### src/rtl/jump_field_encoder.sv
// jump_field_encoder: encodes J-format instr_index and error flags from a jump target, with a
// two-entry output/skid buffer and saturating delivery statistics.
module jump_field_encoder #(
    parameter int COUNT_W = 16
) (
    input  logic               Clk,
    input  logic               Rst_n,
    input  logic               in_valid,
    output logic               in_ready,
    input  logic [31:0]        target,
    input  logic [31:0]        pc,
    output logic               out_valid,
    input  logic               out_ready,
    output logic [25:0]        instr_index,
    output logic               misaligned,
    output logic               region_err,
    output logic [COUNT_W-1:0] enc_count,
    output logic [COUNT_W-1:0] err_count
);
    typedef enum logic [1:0] {EMPTY, ONE, TWO} state_t;

    state_t             state_q;
    logic [25:0]        out_idx_q, skid_idx_q;
    logic               out_mis_q, out_rgn_q, skid_mis_q, skid_rgn_q;
    logic [COUNT_W-1:0] enc_q, err_q;
    logic [3:0]         pc4_hi;
    logic               acc, dlv, new_mis, new_rgn;

    assign in_ready    = state_q != TWO;
    assign out_valid   = state_q != EMPTY;
    assign acc         = in_valid && in_ready;
    assign dlv         = out_valid && out_ready;
    assign pc4_hi      = 4'((pc + 32'd4) >> 28);
    assign new_mis     = target[1:0] != 2'b00;
    assign new_rgn     = target[31:28] != pc4_hi;
    assign instr_index = out_idx_q;
    assign misaligned  = out_mis_q;
    assign region_err  = out_rgn_q;
    assign enc_count   = enc_q;
    assign err_count   = err_q;

    always_ff @(posedge Clk or negedge Rst_n) begin
        if (!Rst_n) begin
            state_q    <= EMPTY;
            out_idx_q  <= '0;
            out_mis_q  <= 1'b0;
            out_rgn_q  <= 1'b0;
            skid_idx_q <= '0;
            skid_mis_q <= 1'b0;
            skid_rgn_q <= 1'b0;
            enc_q      <= '0;
            err_q      <= '0;
        end else begin
            case (state_q)
                EMPTY: if (acc) begin
                    state_q   <= ONE;
                    out_idx_q <= target[27:2];
                    out_mis_q <= new_mis;
                    out_rgn_q <= new_rgn;
                end
                ONE: if (acc && !dlv) begin
                    state_q    <= TWO;
                    skid_idx_q <= target[27:2];
                    skid_mis_q <= new_mis;
                    skid_rgn_q <= new_rgn;
                end else if (dlv && !acc) begin
                    state_q <= EMPTY;
                end else if (acc) begin
                    out_idx_q <= target[27:2];
                    out_mis_q <= new_mis;
                    out_rgn_q <= new_rgn;
                end
                TWO: if (dlv) begin
                    state_q   <= ONE;
                    out_idx_q <= skid_idx_q;
                    out_mis_q <= skid_mis_q;
                    out_rgn_q <= skid_rgn_q;
                end
                default: state_q <= EMPTY;
            endcase
            // counters stick at all-ones instead of wrapping
            if (dlv) begin
                enc_q <= enc_q + COUNT_W'(enc_q != '1);
                if (out_mis_q || out_rgn_q) err_q <= err_q + COUNT_W'(err_q != '1);
            end
        end
    end
endmodule

### config.mk
export PLATFORM = sky130hd
export DESIGN_NAME = jump_field_encoder
export DESIGN_NICKNAME = d
export VERILOG_FILES = /design/src/rtl/jump_field_encoder.sv
export SDC_FILE = /design/constraint.sdc
export NUM_CORES = 1
export LEC_CHECK = 0
export ABC_AREA = 1
export CORE_AREA = 10 10 116 118
export CTS_CLUSTER_SIZE = 28
export DETAILED_ROUTE_END_ITERATION = 10
export DIE_AREA = 0 0 126 128
export GPL_ROUTABILITY_DRIVEN = 1
export GPL_TIMING_DRIVEN = 1
export HOLD_SLACK_MARGIN = 0.05
export MAX_ROUTING_LAYER = met4
export PLACE_DENSITY = 0.77
export SYNTH_ARGS = -nofsm -noshare
export SYNTH_HDL_FRONTEND = slang
export SYNTH_SLANG_ARGS = --single-unit
export TNS_END_PERCENT = 10
### constraint.sdc
create_clock -name Clk -period 6 [get_ports Clk]
set_input_delay 0.9 -clock Clk [delete_from_list [all_inputs] [get_ports Clk]]
set_output_delay 0.9 -clock Clk [all_outputs]
set_load 0.05 [all_outputs]
Word-level counts from Yosys, hierarchy flattened
Cells that the tools add are included.

$add $sub $neg: 3. Equal/unequal tests: 11. Multiplexer cells: 20. Reduce and logical (&&, ||, !) cells: 15.

Operators by type and width (number): 26-bit two-way mux (4); 26-bit one-hot mux with 3 select lines (1); 16-bit by 1-bit adder with 16-bit output (2); 32-bit by 3-bit adder with 32-bit output (second input constant) (1); 16-bit inequality test (second input constant) (2); 2-bit inequality test (second input constant) (5); 1-bit two-way mux (8); 2-bit two-way mux (4); 1-bit one-hot mux with 3 select lines (2); 2-bit one-hot mux with 3 select lines (1); 1-bit logical AND (4); 4-bit inequality test (1); 2-bit AND reduction (2); 4-bit AND reduction (1); 2-bit nonzero test (2); 3-bit inequality test (second input constant) (1); 3-bit AND reduction (1); 3-bit nonzero test (1); 2-bit by 1-bit == test with 1-bit output (second input constant) (1); 2-bit == test (second input constant) (1); 1-bit logical NOT (2); 2-bit logical NOT (1); 1-bit logical OR (1).

Bits in registers: 90. Input port bits: 68. Output and inout port bits: 62. Logic and storage cells: 58.

Depth between registers and ports, before layout
Gate-level depths: netlist of run 1.

Word-level depth: 7. Mapped depth: 14. Mapped depth without buffers: 14.

Worst setup path before layout of run 1
OpenSTA, ideal clock, no wires.

Path kind: reg2reg. Start: register err_q[7] (netlist: err_count[7]). End: register err_q[14] (netlist: err_count[14]). Setup time: 144 ps. Arrival time: 2068 ps. Required time: 5856 ps. Path slack: 3789 ps. Stages on the path, launching flop included: 13. Buffers on the path: 0. Clock period less this slack: 2211 ps. Cells stage by stage: dfrtp_1 -> nand2_1 -> nor2_1 -> nand3_1 -> inv_1 -> nand4_1 -> ha_1 -> ha_1 -> nand3_1 -> nor3_4 -> nand2_2 -> nor2_1 -> xor2_1.

Longest elaborated chain between the ends: 2.

RTL lines: from (decl) (line 25) `logic [COUNT_W-1:0] enc_q, err_q;`; from (signal assigned) (line 84) `if (out_mis_q || out_rgn_q) err_q <= err_q + COUNT_W'(err_q != '1);`; 16-bit inequality test (line 84); 16-bit by 1-bit adder with 16-bit output (*) (line 84).

Mark *: on every way between the ends. The rest lies on a longest branch, timed or not. A chain may end at the register's enable or synchronous reset.

Worst setup path in the final report of run 1
Start: register state_q[1]. End: output in_ready.

Longest elaborated chain between the ends: 1.

RTL lines: from (decl) (line 22) `state_t state_q;`; from (signal assigned) (line 44) `state_q <= EMPTY;`; from (signal assigned) (line 56) `state_q <= ONE;`; from (signal assigned) (line 62) `state_q <= TWO;`; 2-bit inequality test (line 29) `assign in_ready = state_q != TWO;`; to (decl) (line 9) `output logic in_ready,`.

No other way between the ends.

==> results.txt, run 1 <==
Syn Std Cell Area: 0.00440 mm2
Outcome: finished, final reports clean
Metal-1 WL: 5.20 mm
Clock latency at the later pin of the worst-skew pair: 340 ps
Post-route core utilization: 54.4%
Number of synthesized register bits: 90
Fillers: 1047
Layout Skew: 9.87 ps
Worst Path Max Fanout: 30
Die area: 0.0161 mm2
Register area: 0.00225 mm2
Largest net degree at the start of global routing: 86
Post-CTS resize count: 0
RSZ-0062 raised after global routing: no
CP arrival: 2590 ps
Total congestion overflow: 0
Share of layout cells above drive strength 1: 6.18%
Number of max-cap violations: 0
# DRC: 0
Highest routed layer: met4
Vias per Instance: 4.82
Leakage: 2.89 nW
Initial antenna violation count: 0
# port buffers: 127
Gr usage total: 15.1%
TritonCTS clock tree: yes
Worst-Margin Slew: 1070 ps
Ant diodes: 0
Slew margin rel.: 28.9%
Yosys Warn Count: 0
CTS root buf: clkbuf_16
Commonest non-fill, non-tap cell in the layout: nand2_1
Final Setup Violations: 0
Placement row count: 39
Number of DRC markers in iteration 0: 193
Ports: 130
Sink Count: 90
Power density cells: 496 mW/mm2
Most frequent cells in the layout: 216 x nand2_1, 126 x clkdlybuf4s50_1, 90 x dfrtp_1, 69 x nor2_1, 36 x inv_1
FMAX: 0.286 GHz
CTS Buffer Depth: 2
Placer congestion estimate: 0.870
DRT Pass-1 Iters: 4
Peak VDD IR: 0.380 mV
Final Hold Violating Endpoints: 0
Mean Syn Cell Area: 7.99 um2
Post-Synthesis Cells: 551
Hold Crit Class: input pin to asynchronous set/reset pin
DRT antenna net count: 0
First-pass GRT wire length: 19.9 mm
Finished Layout Cells: 823
Synth Net Count: 626
Sequential area share after synthesis: 51.1%
Tmin final: 3490 ps
Multi-input gate area: 0.00192 mm2
Total power: 3.03 mW
Reg2reg path depth: 10
Post-detail-place hpwl: 8.75 mm
DP Cell Count: 807
H-tree depth: 3
Reg clk slew, reported paths: 70 ps
Die height: 128 um
Setup crit start kind: flop
Unique cell type count in the Yosys netlist: 27
Vias in the first global route: 4069
Final Max Slew Viols: 0
DR WL met3: 597 um
Layout net count: 750
Critical Path RT: 5100 ps
Met2 WL: 6.02 mm
CTS buffer count: 9
CP endpoint kind: output port
Post CTS Setup Buffer Count: 0
Core Footprint: 0.0112 mm2
Wire length per cell: 14.5 um
Initial Util: 39.2%
Hold_buf cts: 0
Final WL: 11.9 mm
Vias: 3964
Final worst path period share: 58.2%
Setup Crit Path Kind: flop to output port
Die Wd: 126 um
Setup TNS: 0 ps
Area delta synth->final: 38.7%
==> synthesized netlist by cell type (all sizes together) <==
| cell | count | area share (%) |
|---|---|---|
| nor2 | 78 | 7.4 |
| dfrtp | 90 | 51 |
| xnor2 | 9 | 1.8 |
| a21oi | 5 | 0.57 |
| nand4 | 7 | 1.1 |
| nand3 | 16 | 2.0 |
| clkbuf | 8 | 0.68 |
| o31ai | 2 | 0.34 |
| nand2 | 219 | 19 |
| nor3 | 5 | 0.82 |
| ha | 7 | 2.0 |
| inv | 42 | 3.6 |
| or2 | 1 | 0.14 |
| a31oi | 26 | 3.7 |
| xor2 | 20 | 4.0 |
| o21ai | 7 | 0.80 |
| buf | 9 | 0.97 |
==> kinds of logic after synthesis <==
group | count (synthesis) | share of synthesized area (%)
AO/OA/AOI/OAI | 40 | 5.40
XOR/XNOR | 29 | 5.77
adder cells (fa/ha/maj) | 7 | 1.99
buffers and inverters | 59 | 5.23
flip-flops | 90 | 51.1
AND/OR/NAND/NOR | 326 | 30.5
==> worst max-delay path: stages (launching register included) <==
cell             delay, ps
dfrtp_1                430
inv_1                  130
nor2_2                  40
buf_4                  240
inv_2                  490
clkdlybuf4s50_1        920
==> where the power goes <==
part	switching [mW]	leakage, nW	internal [mW]
Clock	0.238	0.142	0.337
Sequential	0.181	1.10	0.840
Combinational	0.969	1.65	0.466
Total	1.39	2.89	1.64
==> metal layers <==
layer | vias up | track usage (%)
met3 | 14 | 4.30
met5 | - | -
met2 | 97 | 25.7
met1 | 1886 | 17.4
met4 | 0 | 3.48
li1 | 1967 | -
==> area by class of cell <==
cell class,instances,area share (%)
Inverter,42,2.58
Multi-Input combinational cell,402,31.5
Clock buffer,11,3.97
Sequential cell,90,36.9
Tap cell,143,2.93
Timing Repair Buffer,130,21.1
Clock inverter,5,1.02
==> stage by stage <==
| step | hold WS (ps) | cell area, um2 | setup WS, ps |
|---|---|---|---|
| after floorplan | 449 | 4400 | 3790 |
| after global placement | 462 | 5800 | 2770 |
| after detailed placement | 465 | 5800 | 2730 |
| after CTS | 346 | 6110 | 2500 |
| after global routing | 341 | 6110 | 2360 |
| final | 353 | 6110 | 2510 |
==> flip-flops by register name, indices dropped and copies added, names as in the netlist <==
register,cells
enc_count,16
misaligned,1
skid_idx_q,26
instr_index,26
skid_rgn_q,1
region_err,1
err_count,16
skid_mis_q,1
state_q,2
==> path summary, 6_finish.rpt <==
kind                            slack (ps)            from        endpoint
worst max register to register        3250      state_q[1]  instr_index[6]
worst min register to register         480  skid_idx_q[13]  skid_idx_q[13]
max in group asynchronous             4410           Rst_n      skid_mis_q
worst max-delay path                  2510      state_q[1]        in_ready
worst min-delay path                   350           Rst_n   skid_idx_q[9]
min in group Clk                       480  skid_idx_q[13]  skid_idx_q[13]
Note: power is estimated with default switching activity, not from simulation.
==> inputs of run 2 (changes only) <==
==> constraint.sdc (replaced) <==
create_clock -name Clk -period 3.5 [get_ports Clk]
set_input_delay 0.525 -clock Clk [delete_from_list [all_inputs] [get_ports Clk]]
set_output_delay 0.525 -clock Clk [all_outputs]
set_load 0.05 [all_outputs]
==> run 2 against run 1 <==
Effect of this change: setup slack got worse by 1500 ps; sequential power rose by 72%; register-to-register slack got worse by 2100 ps; clock-buffer cell count fell by 2; final area rose by 0.74%; die area did not move; wire length rose by 1.7%; via count rose by 0.83%; largest cell class unchanged; combinational power rose by 75%; clock skew fell by 2.7 ps; sequential share of layout area fell by 0.27 points; critical path depth rose by 6.
==> results.txt, run 2 (synthesis results as in run 1) <==
R2r startpoint: state_q[0]
Placement row count: 39
CP delay by family, top: buffers and inverters
Final WL: 12.1 mm
Die height: 128 um
CTS buffer count: 9
Gr usage total: 15.3%
H-tree depth: 3
Outcome: finished, final reports clean
Worst path slowest cell: clkdlybuf4s50_1
Largest stage delay on the critical path: 540 ps
CP arrival: 2790 ps
DRT antenna net count: 0
Ports: 130
Post-CTS resize count: 0
TritonCTS clock tree: yes
Setup crit start: in_valid
Number of max-cap violations: 0
Layout Skew: 7.22 ps
Initial antenna violation count: 0
Most frequent cells in the layout: 216 x nand2_1, 125 x clkdlybuf4s50_1, 90 x dfrtp_1, 69 x nor2_1, 36 x inv_1
Highest routed layer: met4
Total power: 5.29 mW
Total congestion overflow: 0
Sink Count: 90
Power density cells: 861 mW/mm2
Pre-CTS setup slack: 616 ps
Hold Crit Class: input pin to asynchronous set/reset pin
Post-detail-place hpwl: 8.79 mm
CTS Buffer Depth: 2
# port buffers: 127
Final Setup Violations: 0
Setup TNS: 0 ps
DRT Pass-1 Iters: 5
Setup crit start kind: input pin
PnR worst setup slack: 963 ps
Leakage: 2.91 nW
Area delta synth->final: 39.7%
Worst-Margin Slew: 1130 ps
Critical Path RT: 3760 ps
Metal-1 WL: 5.02 mm
Slew margin rel.: 24.6%
CP endpoint kind: flop
Met2 WL: 6.21 mm
Core Footprint: 0.0112 mm2
Number of DRC markers in iteration 0: 346
Peak VDD IR: 0.602 mV
Layout net count: 752
Reg clk slew, reported paths: 70 ps
Largest net degree at the start of global routing: 91
CP Cell Sequence: clkdlybuf4s50_1 -> inv_1 -> nor2_1 -> inv_1 -> ha_1 -> o31ai_1 -> nand2_2 -> inv_2 -> buf_12 -> nor2_1 -> a31oi_1
Placer congestion estimate: 0.861
CTS root buf: clkbuf_16
Die Wd: 126 um
Post CTS Setup Buffer Count: 0
Post-route core utilization: 54.8%
Vias per Instance: 4.84
Final Max Slew Viols: 0
Clock latency at the later pin of the worst-skew pair: 340 ps
Vias: 3997
Die area: 0.0161 mm2
Final worst path period share: 72.5%
Vias in the first global route: 4143
Wire length per cell: 14.7 um
# DRC: 0
FMAX: 0.394 GHz
First-pass GRT wire length: 20.0 mm
Tmin final: 2540 ps
Initial Util: 39.2%
Hold slack: 415 ps
Hold_buf cts: 0
Share of layout cells above drive strength 1: 6.74%
Ant diodes: 0
Worst Path Max Fanout: 27
Buffers plus inverters on the worst setup path: 5
Final Hold Violating Endpoints: 0
DR WL met3: 848 um
Commonest non-fill, non-tap cell in the layout: nand2_1
RSZ-0062 raised after global routing: no
Setup Crit Path Kind: input pin to flop
## run 2: layout make-up
| cell class | instances | area (um2) |
|---|---|---|
| clock inverters | 7 | 100 |
| flip-flops and latches | 90 | 2250 |
| repair buffers | 132 | 1320 |
| fillers | 1028 | 5070 |
| clock buffers | 9 | 225 |
| inverters | 42 | 158 |
| multi-input cells | 402 | 1920 |
| well taps | 143 | 179 |
## run 2: metal layers
| metal | GRT usage [%] | vias to the layer above |
|---|---|---|
| li1 | - | 1972 |
| met5 | - | - |
| met2 | 26.0 | 118 |
| met1 | 17.4 | 1899 |
| met4 | 3.35 | 0 |
| met3 | 4.51 | 8 |
## run 2: path summary, 6_finish.rpt
check | depth (start not counted) | end | slack (ps)
setup reg to reg | 10 | instr_index[21] | 1160
max in group asynchronous | 1 | err_count[3] | 2370
min in group Clk | 2 | skid_idx_q[9] | 480
hold reg to reg | 2 | skid_idx_q[9] | 480
hold / removal | 1 | instr_index[0] | 410
setup / recovery | 11 | instr_index[21] | 960
## run 2: worst reg2reg max path: stages (launching register included)
cell and delay [ps]:
dfrtp_1 470, nor2_2 90, inv_2 110, nand2_4 70, ha_1 230, o31ai_1 340
nand2_2 140, inv_2 380, buf_12 240, nor2_1 60, a31oi_1 140
## run 2: stage by stage
step / std cells / area (um2)
after CTS: 825 / 6150
after global placement: 809 / 5830
final: 825 / 6150
after global routing: 825 / 6150
after floorplan: 551 / 4400
after detailed placement: 809 / 5830
## run 2: power breakdown
group,switching (mW),internal (mW)
Combinational,1.67,0.824
Clock,0.418,0.631
Sequential,0.309,1.44
